## config.mk

```make
export PLATFORM = sky130hd
export DESIGN_NAME = remap_pixel_fetch
export DESIGN_NICKNAME = d
export VERILOG_FILES = /design/src/rtl/remap_pixel_fetch.sv
export SDC_FILE = /design/constraint.sdc
export NUM_CORES = 1
export LEC_CHECK = 0
export CAP_MARGIN = 20
export CORE_MARGIN = 3
export CORE_UTILIZATION = 50
export DETAILED_ROUTE_END_ITERATION = 7
export DONT_BUFFER_PORTS = 1
export PLACE_DENSITY = 0.72
export SYNTH_ARGS = -nofsm -noshare
export SYNTH_HDL_FRONTEND = slang
export SYNTH_SLANG_ARGS = --single-unit
export TNS_END_PERCENT = 30
```

## constraint.sdc

```tcl
create_clock -name clk -period 5 [get_ports clk]
set_input_delay 0.5 -clock clk [delete_from_list [all_inputs] [get_ports clk]]
set_output_delay 0.5 -clock clk [all_outputs]
set_load 0.03 [all_outputs]
```

## src/rtl/remap_pixel_fetch.sv

```systemverilog
// Remapped-coordinate pixel fetch: bounds check, linear frame-buffer read,
// latency realignment and AXI-Stream output with line/frame markers.
module remap_pixel_fetch #(
  parameter int IMG_W      = 1080,
  parameter int IMG_H      = 960,
  parameter int ADDR_W     = 20,
  parameter int PIX_W      = 12,
  parameter int RD_LAT     = 2,
  parameter int FIFO_DEPTH = 8,
  parameter int FILL       = 0
) (
  input  logic              clk,
  input  logic              reset,
  input  logic [11:0]       x_in,
  input  logic [11:0]       y_in,
  input  logic              addr_vld,
  output logic              mem_ready,
  output logic [ADDR_W-1:0] bram_addr,
  output logic              bram_en,
  input  logic [PIX_W-1:0]  bram_dout,
  output logic [PIX_W-1:0]  m_tdata,
  output logic              m_tvalid,
  input  logic              m_tready,
  output logic              m_tlast,
  output logic              m_tuser,
  output logic              overflow_err
);

  localparam int PTR_W = (FIFO_DEPTH > 1) ? $clog2(FIFO_DEPTH) : 1;
  localparam int CNT_W = $clog2(FIFO_DEPTH) + 1;
  localparam int COL_W = (IMG_W > 1) ? $clog2(IMG_W) : 1;
  localparam int ROW_W = (IMG_H > 1) ? $clog2(IMG_H) : 1;
  localparam logic [PIX_W-1:0] FILL_PIX = PIX_W'(FILL);

  logic [CNT_W-1:0]  credit;
  logic              accept;
  logic              handshake;
  logic              in_range;
  logic [ADDR_W-1:0] lin_addr;
  logic              a_vld;
  logic              a_oob;
  logic [RD_LAT-1:0] sr_vld;
  logic [RD_LAT-1:0] sr_oob;
  logic              fifo_wr;
  logic [PIX_W-1:0]  fifo_wdata;
  logic [PIX_W-1:0]  fifo_mem [FIFO_DEPTH];
  logic [PTR_W-1:0]  wr_ptr;
  logic [PTR_W-1:0]  rd_ptr;
  logic [CNT_W-1:0]  fifo_cnt;
  logic [COL_W-1:0]  col;
  logic [ROW_W-1:0]  row;

  // Credits cover both in-flight reads and FIFO entries, so the FIFO cannot overflow.
  assign mem_ready = !reset && (credit < CNT_W'(FIFO_DEPTH));
  assign accept    = addr_vld && mem_ready;
  assign in_range  = (32'(x_in) < 32'(IMG_W)) && (32'(y_in) < 32'(IMG_H));
  // Modular arithmetic: computing at ADDR_W gives the same low bits as full width.
  assign lin_addr  = ADDR_W'(y_in) * ADDR_W'(IMG_W) + ADDR_W'(x_in);

  always_ff @(posedge clk) begin
    if (reset) begin
      bram_en      <= 1'b0;
      bram_addr    <= '0;
      a_vld        <= 1'b0;
      a_oob        <= 1'b0;
      overflow_err <= 1'b0;
      credit       <= '0;
    end else begin
      bram_en <= accept && in_range;
      if (accept && in_range)
        bram_addr <= lin_addr;
      a_vld <= accept;
      a_oob <= !in_range;
      if (addr_vld && !mem_ready)
        overflow_err <= 1'b1;
      case ({accept, handshake})
        2'b10:   credit <= credit + CNT_W'(1);
        2'b01:   credit <= credit - CNT_W'(1);
        default: ;
      endcase
    end
  end

  // Request flags ride alongside the BRAM read so they exit with bram_dout.
  always_ff @(posedge clk) begin
    if (reset) begin
      sr_vld <= '0;
      sr_oob <= '0;
    end else begin
      sr_vld[0] <= a_vld;
      sr_oob[0] <= a_oob;
      for (int i = 1; i < RD_LAT; i++) begin
        sr_vld[i] <= sr_vld[i-1];
        sr_oob[i] <= sr_oob[i-1];
      end
    end
  end

  assign fifo_wr    = sr_vld[RD_LAT-1];
  assign fifo_wdata = sr_oob[RD_LAT-1] ? FILL_PIX : bram_dout;

  always_ff @(posedge clk) begin
    if (fifo_wr)
      fifo_mem[wr_ptr] <= fifo_wdata;
  end

  always_ff @(posedge clk) begin
    if (reset) begin
      wr_ptr   <= '0;
      rd_ptr   <= '0;
      fifo_cnt <= '0;
    end else begin
      if (fifo_wr)
        wr_ptr <= wr_ptr + PTR_W'(1);
      if (handshake)
        rd_ptr <= rd_ptr + PTR_W'(1);
      case ({fifo_wr, handshake})
        2'b10:   fifo_cnt <= fifo_cnt + CNT_W'(1);
        2'b01:   fifo_cnt <= fifo_cnt - CNT_W'(1);
        default: ;
      endcase
    end
  end

  assign m_tvalid  = (fifo_cnt != '0);
  assign handshake = m_tvalid && m_tready;
  assign m_tdata   = m_tvalid ? fifo_mem[rd_ptr] : '0;
  assign m_tlast   = m_tvalid && (col == COL_W'(IMG_W - 1));
  assign m_tuser   = m_tvalid && (col == '0) && (row == '0);

  always_ff @(posedge clk) begin
    if (reset) begin
      col <= '0;
      row <= '0;
    end else if (handshake) begin
      if (col == COL_W'(IMG_W - 1)) begin
        col <= '0;
        row <= (row == ROW_W'(IMG_H - 1)) ? '0 : row + ROW_W'(1);
      end else begin
        col <= col + COL_W'(1);
      end
    end
  end

endmodule

```

==> results of run 1 <==
[metal layers]
| layer | global-route usage (%) | routed length [um] | part of all wire [%] | vias to the layer above |
|---|---|---|---|---|
| met4 | 8.62 | 446 | 2.7 | 0 |
| met5 | 0 | 0 | 0 | - |
| met3 | 5.07 | 803 | 4.9 | 28 |
| met2 | 32.6 | 8480 | 51 | 114 |
| met1 | 22.7 | 6810 | 41 | 2557 |
| li1 | - | - | - | 2613 |
[registers in the layout, summed over array words and instances, names as in the netlist, named ones only]
name          flops
a_oob             1
a_vld             1
bram_addr        20
bram_en           1
col              11
credit            4
fifo_cnt          4
fifo_mem         96
overflow_err      1
rd_ptr            3
row              10
sr_oob            2
sr_vld            2
wr_ptr            3
[where the power goes]
group,internal (mW),switching (mW),total (mW)
registers,1.45,0.0357,1.48
clock network,0.698,0.539,1.24
logic,0.513,0.782,1.29
total,2.66,1.36,4.01
[cells in the final DEF, fill, tap and decap left out, types with 3 or more instances in the layout]
master,count
a311oi_1,3
a21oi_1,44
inv_6,4
xor2_1,21
ha_1,66
mux4_2,24
fa_1,19
a21o_1,6
inv_1,73
o21bai_1,3
edfxtp_1,96
nor2_1,72
a31oi_1,4
a211oi_1,9
nor2b_1,17
clkbuf_16,17
o21a_1,3
buf_4,11
mux2i_1,13
o211ai_1,3
nand3_1,14
inv_8,3
diode_2,3
dfxtp_1,66
o21ai_0,18
nor4_1,5
nand3b_1,3
nor3_1,9
nand2_1,48
xnor2_1,24
nand2b_1,4
nand4_1,5
and3_1,3
or3_1,8
[worst reg2reg max path: stages, from the launching register on]
cell	delay (ps)
dfxtp_1	350
nor4_2	290
inv_1	240
nand2_1	430
clkinv_1	420
ha_1	370
ha_1	290
a21o_1	170
a21oi_1	170
xnor2_1	90
or3_1	320
a21oi_1	160
[kinds of logic after synthesis]
group | count (synthesis) | synth area share, %
AND/OR/NAND/NOR | 201 | 11.8
flip-flops | 162 | 49.6
AO/OA/AOI/OAI | 104 | 7.48
buffers and inverters | 95 | 4.29
adder cells (fa/ha/maj) | 85 | 14.2
XOR/XNOR | 45 | 4.65
multiplexers | 38 | 8.04
[path summary, 6_finish.rpt]
kind	startpoint	end	depth (start not counted)
worst min register to register	sr_oob[0]	sr_oob[1]	1
worst max register to register	fifo_cnt[0]	fifo_cnt[3]	11
worst max-delay path	y_in[2]	bram_addr[18]	16
worst min-delay path	reset	overflow_err	1
[layout make-up]
type,count,area [sq um]
Tap cell,216,270
Fill cell,1337,6870
Antenna cell,3,7.51
Sequential cell,162,4200
Inverter,74,278
Clock buffer,17,425
Clock inverter,15,145
Timing Repair Buffer,12,110
Multi-Input combinational cell,473,3920
[per-stage QoR]
| stage | utilization (%) | cells |
|---|---|---|
| finish | 57.6 | 972 |
| global route | 57.6 | 971 |
| CTS | 57.6 | 969 |
| detailed placement | 54.1 | 937 |
| global placement | 53.9 | 936 |
| floorplan | - | 730 |
==> results.txt, run 1 <==
status = complete, no violations
ys flop type = edfxtp_1
CTS Hold Bufs = 0
first-pass GRT wire length = 27600 um
leading area contributor after synthesis = edfxtp_1
Critical Path Max Stage Delay = 530 ps
Worst-Margin Slew = 877 ps
largest net degree at the start of global routing = 48
Setup Fix Bufs, Post-CTS = 0
worst-case hold slack = 149 ps
htree depth = 4
total core area = 16200 sq um
area of the mapped netlist = 8480 sq um
Setup WS post-layout = 888 ps
Worst Clk Skew = 5.80 ps
DRC Markers = 0
Synth Register Bits = 162
Yosys top cell area share = 34.0%
Sink Count = 162
maximum VDD drop = 0.000224 V
row count = 46
Buf/Inv on CP = 2
maxcap violations = 0
fin crit share = 82.2%
starting density of the core = 52.3%
Most Frequent Cell on Critical Path = ha_1
Die Wd = 136 um
cts repair resizes = 0
final instance area = 9360 sq um
count leader, synth = edfxtp_1
startpoint types = input port
nets = 865
Clock Latency Late Sink = 420 ps
delay-heaviest family, CP = adder cells
Crit Path Max Fanout = 5
hold crit path type = in -> reg
WL/cell = 17.0 um
via count = 5312
share of layout cells above drive strength 1 = 10.4%
largest cells by area after synthesis = edfxtp_1 (34%), dfxtp_1 (16%), ha_1 (9.7%), mux4_2 (6.4%), fa_1 (4.5%)
Worst Path Required = 5330 ps
Async SR Flop Fraction = 0%
slowest cell on the critical path = fa_1
post-synthesis net count = 855
antenna violations before repair = 2
All-Layer GR Usage = 19.1%
Via density = 5.47
dpl ws = 536 ps
setup TNS = 0 ps
Synth-to-Final Area Change = 10.3%
EDFF count, synth = 96
CTS Root Buffer Type = clkbuf_16
placed inst area = 8780 sq um
total grt overflow = 0
DIE AREA = 18600 sq um
reg2reg setup slack = 1610 ps
DRT iter0 DRCs = 266
crit end category = flop
Slew headroom = 41.5%
Max Slew Vio Count = 0
PwrDens = 429 nW/um^2
leak pwr = 3.51 nW
drt pass-1 iters = 4
DRT antenna net count = 0
Num CTS Buffers = 17
Bufs on Longest Clock Path = 2
crit-path cells = ha_1, ha_1, inv_1, fa_1, inv_1, ha_1, fa_1, ha_1, nand3_1, o211ai_1, o41ai_1, o21ai_0, nand3_1, nor3_1, xor2_1, a211oi_1
count of cell types in the netlist = 53
DIE HEIGHT = 136 um
# IOs = 78
Worst Setup Path Type = in -> reg
Crit path arrival time = 4440 ps
Seq/Total Area, Yosys = 49.6%
vias in the first global route = 5628
IO Port Bufs = 0
Finish-stage setup viols = 0
Syn Area/Cell = 11.6 sq um
DPL Wire Length = 12100 um
crit path time final = 4110 ps
endpoints failing hold = 0
Total Power = 4.01 mW
number of synthesis warnings = 0
Reg clk slew, reported paths = 60 ps
RSZ-0062 raised after global routing = false
synth cell count leaders = edfxtp_1 (96), inv_1 (73), nor2_1 (72)
FMAX = 243 MHz
Routability Congestion = 0.863
cell count after synthesis = 730
post-detailed-routing wire length = 16500 um
CTS tree = yes
Power figures use the tool's default switching activity.
==> inputs of run 2 (changes only) <==
==> constraint.sdc (replaced) <==
create_clock -name clk -period 4.2 [get_ports clk]
set_input_delay 0.42 -clock clk [delete_from_list [all_inputs] [get_ports clk]]
set_output_delay 0.42 -clock clk [all_outputs]
set_load 0.03 [all_outputs]
==> run 2 against run 1 <==
Via count up 0.17%. Core utilization is 0.50 points higher. Largest power group unchanged. Non-clock buffer count rose by 10. Power grew 22%. Critical path depth fell by 1. Clock skew increased by 3.3 ps. First-iteration DRC count rose by 11%. Cell count is 1.0% higher. Flip-flop and latch count unchanged. Sequential share of layout area is 0.39 points lower. Critical endpoint is now bram_addr[16]. Count of clock-buffer cells in the layout did not move.
==> results.txt, run 2 (same netlist as run 1, synthesis figures left out) <==
status = complete, no violations (unchanged)
row count = 46 (unchanged)
Crit path arrival time = 4220 ps (was 4440 ps)
Finish-stage setup viols = 0 (unchanged)
vias in the first global route = 5547 (was 5628)
commonest non-fill, non-tap cell in the layout = edfxtp_1 (unchanged)
Max Slew Vio Count = 0 (unchanged)
DRC Markers = 0 (unchanged)
Via density = 5.42 (was 5.47)
RSZ-0062 raised after global routing = false (unchanged)
largest registers = fifo_mem (96), bram_addr (20), col (11) (unchanged)
CTS Hold Bufs = 0 (unchanged)
starting density of the core = 52.3% (unchanged)
largest net degree at the start of global routing = 48 (unchanged)
Reg clk slew, reported paths = 70 ps (was 60 ps)
GR peak layer = met2 (unchanged)
most frequent cells in the layout = edfxtp_1 (96), inv_1 (73), nor2_1 (72), ha_1 (66), dfxtp_1 (66) (unchanged)
Routability Congestion = 0.838 (was 0.863)
fillers = 1308 (was 1337)
Worst Path Required = 4530 ps (was 5330 ps)
IO Port Bufs = 0 (unchanged)
CTS Root Buffer Type = clkbuf_16 (unchanged)
first-pass GRT wire length = 27400 um (was 27600 um)
Crit Path Max Fanout = 5 (unchanged)
Slew headroom = 42.2% (was 41.5%)
Total Power = 4.90 mW (was 4.01 mW)
worst-case hold slack = 64.4 ps (was 149 ps)
Setup Fix Bufs, Post-CTS = 0 (unchanged)
Sink Count = 162 (unchanged)
total grt overflow = 0 (unchanged)
fin crit share = 92.6%
Setup WS post-layout = 312 ps (was 888 ps)
PwrDens = 519 nW/um^2 (was 429 nW/um^2)
via count = 5321 (was 5312)
antenna violations before repair = 2 (unchanged)
setup TNS = 0 ps (unchanged)
maximum VDD drop = 0.000257 V (was 0.000224 V)
met3 Use GR = 5.18% (was 5.07%)
total core area = 16200 sq um (unchanged)
max FFs per register = 96 (unchanged)
Synth-to-Final Area Change = 11.2% (was 10.3%)
WL/cell = 17.0 um (about the same)
Num CTS Buffers = 17 (unchanged)
crit path time final = 3890 ps
M1 GR Usage = 21.6% (was 22.7%)
GRT met2 Usage = 34.7% (was 32.6%)
Bufs on Longest Clock Path = 2 (unchanged)
endpoints failing hold = 0 (unchanged)
cts repair resizes = 0 (unchanged)
maxcap violations = 0 (unchanged)
htree depth = 4 (unchanged)
Die Wd = 136 um (unchanged)
hold crit path type = in -> reg (unchanged)
crit end category = flop (unchanged)
nets = 875 (was 865)
Worst Setup Path Type = in -> reg (unchanged)
DIE HEIGHT = 136 um (unchanged)
leak pwr = 3.56 nW (was 3.51 nW)
CTS tree = yes (unchanged)
Worst Clk Skew = 9.06 ps (was 5.80 ps)
Worst-Margin Slew = 865 ps (was 877 ps)
FMAX = 257 MHz
drt pass-1 iters = 6 (was 4)
# IOs = 78 (unchanged)
DPL Wire Length = 12200 um (was 12100 um)
DIE AREA = 18600 sq um (unchanged)
DRT antenna net count = 0 (unchanged)
Clock Latency Late Sink = 420 ps (about the same)
Most flops, register = fifo_mem (unchanged)
dpl ws = -126 ps (was 536 ps)
startpoint types = input port (unchanged)
post-detailed-routing wire length = 16700 um (was 16500 um)
share of layout cells above drive strength 1 = 11.7% (was 10.4%)
DRT iter0 DRCs = 296 (was 266)
All-Layer GR Usage = 19.1% (about the same)
-- run 2: area by class of cell --
| cell class | instances | area (sq um) | area share [%] |
|---|---|---|---|
| multi-input combinational | 473 | 3920 | 41.5 |
| clock buffer | 17 | 425 | 4.51 |
| antenna | 3 | 7.51 | 0.0795 |
| sequential | 162 | 4200 | 44.5 |
| tap | 216 | 270 | 2.86 |
| timing repair buffer | 22 | 185 | 1.96 |
| inverter | 74 | 278 | 2.94 |
| clock inverter | 15 | 151 | 1.60 |
-- run 2: stage by stage --
step	std cells	utilization [%]	instance area (sq um)
after floorplan	730	-	8480
after global placement	946	54.4	8830
after CTS	978	57.9	9400
after global routing	981	58.1	9440
after detailed placement	946	54.4	8830
final	982	58.1	9440
-- run 2: routing by layer --
metal	wire length, um	part of all wire (%)	vias up
li1	-	-	2628
met1	6670	40	2574
met2	8930	53	95
met3	795	4.8	24
met4	324	1.9	0
met5	0	0	-
-- run 2: final timing paths --
path,slack (ps),startpoint,end,cells past startpoint
worst max-delay path,310,y_in[2],bram_addr[16],15
worst min-delay path,60,reset,bram_addr[6],1
worst max register to register,590,fifo_cnt[0],fifo_cnt[3],12
worst min register to register,440,sr_vld[0],sr_vld[1],1
-- run 2: where the power goes --
group	switching (mW)	internal (mW)	leakage (nW)
combinational	0.941	0.701	1.88
clock	0.692	0.795	0.280
sequential	0.0439	1.72	1.40
-- run 2: worst max-delay path: stages --
cell,delay [ps]
ha_1,270
ha_1,270
inv_1,50
fa_1,520
inv_1,40
ha_1,230
fa_1,450
ha_1,360
nand3_1,90
o211ai_1,230
o41ai_1,110
o21ai_0,310
nand3_1,200
or3_1,410
a311oi_1,240
